==> src/rtl/rotate_shift_unit.sv <==
// rtl/rotate_shift_unit.sv - multi-mode rotate/shift unit with valid/ready handshake
// Define ROTSHIFT_BARREL_EN for single-cycle barrel evaluation instead of one bit per clock.
module rotate_shift_unit #(
   parameter int WIDTH = 5,
   parameter int SHW   = 3
) (
   input  logic             clk,
   input  logic             rst,
   input  logic             in_valid,
   output logic             in_ready,
   input  logic [WIDTH-1:0] a,
   input  logic [2:0]       op,
   input  logic [SHW-1:0]   shift,
   output logic             out_valid,
   input  logic             out_ready,
   output logic [WIDTH-1:0] z,
   output logic             cf,
   output logic             sf,
   output logic             zf
);
   localparam int CW = $clog2(WIDTH + 1);

`ifdef ROTSHIFT_BARREL_EN
   typedef enum logic [1:0] {IDLE = 2'd0, DONE = 2'd2} state_t;
`else
   typedef enum logic [1:0] {IDLE = 2'd0, SHIFT = 2'd1, DONE = 2'd2} state_t;
`endif

   state_t           state_q, state_d;
   logic [WIDTH-1:0] z_q, z_d;
   logic             cf_q, cf_d;
   logic [CW-1:0]    eff;
`ifndef ROTSHIFT_BARREL_EN
   logic [CW-1:0]    count_q, count_d;
   logic [2:0]       op_q, op_d;
`endif

   // One bit-position step; result is {carry_out, new_value}.
   function automatic logic [WIDTH:0] step_f(input logic [WIDTH-1:0] v, input logic [2:0] o);
      case (o)
         3'b000:  step_f = {v[0], v[0], v[WIDTH-1:1]};
         3'b001:  step_f = {v[WIDTH-1], v[WIDTH-2:0], v[WIDTH-1]};
         3'b010:  step_f = {v[0], 1'b0, v[WIDTH-1:1]};
         3'b011:  step_f = {v[WIDTH-1], v[WIDTH-2:0], 1'b0};
         3'b100:  step_f = {v[0], v[WIDTH-1], v[WIDTH-1:1]};
         default: step_f = {1'b0, v};
      endcase
   endfunction

   always_comb begin : eff_calc
      logic [31:0] sh;
      sh  = 32'(shift);
      eff = '0;
      case (op)
         3'b000, 3'b001:         eff = CW'(sh % WIDTH);
         3'b010, 3'b011, 3'b100: eff = (sh > WIDTH) ? CW'(WIDTH) : CW'(sh);
         default:                eff = '0;
      endcase
   end

`ifdef ROTSHIFT_BARREL_EN
   logic [WIDTH:0] barrel;

   always_comb begin
      barrel = {1'b0, a};
      for (int i = 0; i < WIDTH; i++) begin
         if (i < int'(eff)) barrel = step_f(barrel[WIDTH-1:0], op);
      end
   end
`endif

   always_comb begin
      state_d   = state_q;
      z_d       = z_q;
      cf_d      = cf_q;
`ifndef ROTSHIFT_BARREL_EN
      count_d   = count_q;
      op_d      = op_q;
`endif
      in_ready  = 1'b0;
      out_valid = 1'b0;
      case (state_q)
         IDLE: begin
            in_ready = 1'b1;
            if (in_valid) begin
`ifdef ROTSHIFT_BARREL_EN
               z_d     = barrel[WIDTH-1:0];
               cf_d    = barrel[WIDTH];
               state_d = DONE;
`else
               z_d     = a;
               cf_d    = 1'b0;
               count_d = eff;
               op_d    = op;
               state_d = (eff != '0) ? SHIFT : DONE;
`endif
            end
         end
`ifndef ROTSHIFT_BARREL_EN
         SHIFT: begin
            {cf_d, z_d} = step_f(z_q, op_q);
            count_d     = count_q - CW'(1);
            if (count_q == CW'(1)) state_d = DONE;
         end
`endif
         DONE: begin
            out_valid = 1'b1;
            if (out_ready) state_d = IDLE;
         end
         default: state_d = IDLE;
      endcase
   end

   always_ff @(posedge clk or posedge rst) begin
      if (rst) begin
         state_q <= IDLE;
         z_q     <= '0;
         cf_q    <= 1'b0;
`ifndef ROTSHIFT_BARREL_EN
         count_q <= '0;
         op_q    <= '0;
`endif
      end else begin
         state_q <= state_d;
         z_q     <= z_d;
         cf_q    <= cf_d;
`ifndef ROTSHIFT_BARREL_EN
         count_q <= count_d;
         op_q    <= op_d;
`endif
      end
   end

   assign z  = z_q;
   assign cf = cf_q;
   assign sf = z_q[WIDTH-1];
   assign zf = (z_q == '0);

endmodule

==> config.mk <==
export PLATFORM = sky130hd
export DESIGN_NAME = rotate_shift_unit
export DESIGN_NICKNAME = d
export VERILOG_FILES = /design/src/rtl/rotate_shift_unit.sv
export SDC_FILE = /design/constraint.sdc
export NUM_CORES = 1
export LEC_CHECK = 0
export ABC_AREA = 1
export ABC_CLOCK_PERIOD_IN_PS = 1400
export BUFFER_PORTS_ARGS = -buffer_cell sky130_fd_sc_hd__buf_4
export CAP_MARGIN = 20
export CORE_MARGIN = 5
export CORE_UTILIZATION = 52
export DETAILED_ROUTE_END_ITERATION = 8
export GPL_ROUTABILITY_DRIVEN = 0
export PLACE_DENSITY_LB_ADDON = 0.3
export SYNTH_ARGS = -nofsm -noshare
export SYNTH_HDL_FRONTEND = slang
export SYNTH_SLANG_ARGS = --single-unit
==> constraint.sdc <==
create_clock -name clk -period 1.4 [get_ports clk]
set_input_delay 0 -clock clk [delete_from_list [all_inputs] [get_ports clk]]
set_output_delay 0 -clock clk [all_outputs]
set_load 0.02 [all_outputs]
==> out/metrics.yaml <==
placed_design:
  dp_hpwl_mm: 1.76
  dp_slack_ns: -0.0118
  portBuffers: 24
sta:
  min_period_over_period: 0.898
  setup_viol: 0
  worstMarginPinSlew_ns: 0.539
  worst_clock_skew_ns: 0.00303
  fin_ws_ns: 0.143
  maxSlewViolCount: 0
  rsz0062_at_grt: "no"
  max_freq_mhz: 796
  setup_tns_ns: 0
  slew_headroom: 0.641
  hold_viol: 0
  finalCriticalPeriod_ns: 1.26
global_routing:
  busiest_layer: "met2"
  grtUsageTotal: 0.184
  grt_pass1_vias: 901
  grt_use_met3: 0.0194
  overflow: 0
  grt_use_met1: 0.212
  grt_max_degree: 15
  grt_pass1_wl_mm: 3.82
  antenna_found_initial: 0
  use_met2: 0.333
die:
  die_h_um: 53.9
  die_area_um2: 2910
  die_width_um: 53.9
  io-pin-count: 25
  core_area_um2: 1780
  core.rowCount: 15
  start_util: 0.563
detailed_routing:
  drc: 0
  drt_pass1_iterations: 4
  postRouteAntennaNets: 0
  via_per_inst: 5.20
  wl_per_cell_um: 11.7
  wirelength_mm: 2.32
  drtIter0Drc: 17
  num_vias: 1030
critical_path:
  cpPeakStageDelay_ns: 0.47
  slowest_stage: "dfrtp_1"
  worst_setup_path_start_kind: "flop"
  cpMostUsedCell: "nand2_1"
  arrival_ns: 1.41
  crit_fanout: 10
  cp_cell_sequence: "nor2_4 > nand2_4 > nand2_1 > inv_1 > nand2_1 > o211ai_1"
  worstSetupPathType: "reg -> reg"
  end_kind: "flop"
  cp.required_ns: 1.55
clocking:
  cts_buffers: 3
  clock_latency_ns: 0.28
  clockBufferDepth: 2
  clk_pin_slew_ns: 0.08
  cts.sinks: 14
  root_buffer: "clkbuf_4"
  cts_tree: "built"
  post_cts_buffers: 0
  cts_htree_levels: 1
synthesis:
  yosysSeqAreaShare: 0.349
  synthArstFlopShare: 1.00
  synth_top_cell_area_share: 0.349
  synth_common_cells: "nand2_1 (34), inv_1 (24), dfrtp_1 (14)"
  ys_top_cells_by_area: "dfrtp_1 (35%), nand2_1 (13%), inv_1 (9.0%), ha_1 (6.2%), nand3_1 (6.0%)"
  syn_area_per_cell_um2: 7.27
  synth_warnings: 0
  syn-cell-area_um2: 1000
  synth-edff-count: 0
  synth_flop_cell: "dfrtp_1"
  synth.most_common_cell: "nand2_1"
  syn_nets: 158
  synth_top_cell_by_area: "dfrtp_1"
  ys_ff_latch: 14
  synth_cell_type_count: 24
  synth_cells: 138
power:
  irDropWorstVdd_v: 0.00101
  pwr_density_cell_nw_per_um2: 1940
  p_leak_nw: 0.692
final_layout:
  area_growth_pct: 31.8
  diodes: 0
  nets: 195
  drive_above_1_share: 0.243
hold_path:
  hp-class: "in -> reg"
flow_run:
  maxCapViolCount: 0
run_status:
  status: "finished, final reports clean"
[sequential cells by signal, summed over array words and instances, names as in the netlist]
signal   flops
z            5
state_q      2
cf           1
op_q         3
count_q      3
[cell type report]
| class | instances | area, um2 |
|---|---|---|
| clock buffers | 3 | 22.5 |
| fillers | 144 | 460 |
| inverters | 26 | 103 |
| multi-input cells | 97 | 548 |
| flip-flops and latches | 14 | 350 |
| well taps | 25 | 31.3 |
| repair buffers | 33 | 268 |
[repair_timing]
item,CTS,global route
resized for setup,0,1
endpoints found under the hold margin,20,1
hold buffers,7,1
setup endpoints to repair,0,1
[cell families after synthesis]
| group | count (synthesis) | share of synthesized area |
|---|---|---|
| adder cells (fa/ha/maj) | 5 | 0.0623 |
| AO/OA/AOI/OAI | 26 | 0.166 |
| flip-flops | 14 | 0.349 |
| buffers and inverters | 27 | 0.110 |
| AND/OR/NAND/NOR | 66 | 0.313 |
[per-layer routing]
layer / vias up / share of wire
met1: 461 / 0.44
li1: 521 / -
met3: 5 / 0.064
met4: 0 / 0.020
met5: - / 0
met2: 43 / 0.47
[layout by cell type (no fill, tap or decap), types with 2 or more instances in the layout]
cell	instances
a21oi_1	4
a31oi_1	2
buf_4	25
clkbuf_4	3
dfrtp_1	14
dlygate4sd3_1	8
ha_1	5
inv_1	24
nand2_1	34
nand2_2	3
nand2_4	3
nand3_1	12
nor2_1	7
nor2_4	2
nor3_1	3
o211ai_1	5
o21ai_0	7
o221ai_1	2
o22ai_1	3
[worst max-delay path: cells and delay by family, from the launching register on]
family,cells,cell delay [ns]
compound gates,1,0.09
buf+inv,1,0.07
flops,1,0.47
simple gates,4,0.51
[final timing paths]
check                        endpoint  cells past startpoint  startpoint  slack (ns)
max in group asynchronous  count_q[2]                      3         rst        0.73
max                        count_q[0]                      6  state_q[0]        0.14
min                           op_q[2]                      3       op[2]        0.05
max reg2reg                count_q[0]                      6  state_q[0]        0.14
min reg2reg                        cf                      2          cf        0.51
min in group asynchronous  state_q[0]                      3         rst        0.31
[metrics by stage]
stage	instance area [um2]	total power, mW	instances	hold WS [ns]	utilization
2_1_floorplan	1000	1.86	138	-0.111	-
3_3_place_gp	1210	2.27	187	0.0717	0.681
3_5_place_dp	1210	2.32	187	0.0845	0.681
4_1_cts	1310	2.56	197	0.00230	0.733
5_1_grt	1320	2.78	198	0.0850	0.742
6_report	1320	2.57	198	0.0529	0.742
[report_power, final]
group	internal, mW	switching (mW)	total, mW	leakage, nW
clock	0.0998	0.129	0.229	0.0138
combinational	0.630	0.958	1.59	0.506
sequential	0.602	0.152	0.754	0.173
total	1.33	1.24	2.57	0.692
Note: power is estimated with default switching activity, not from simulation.
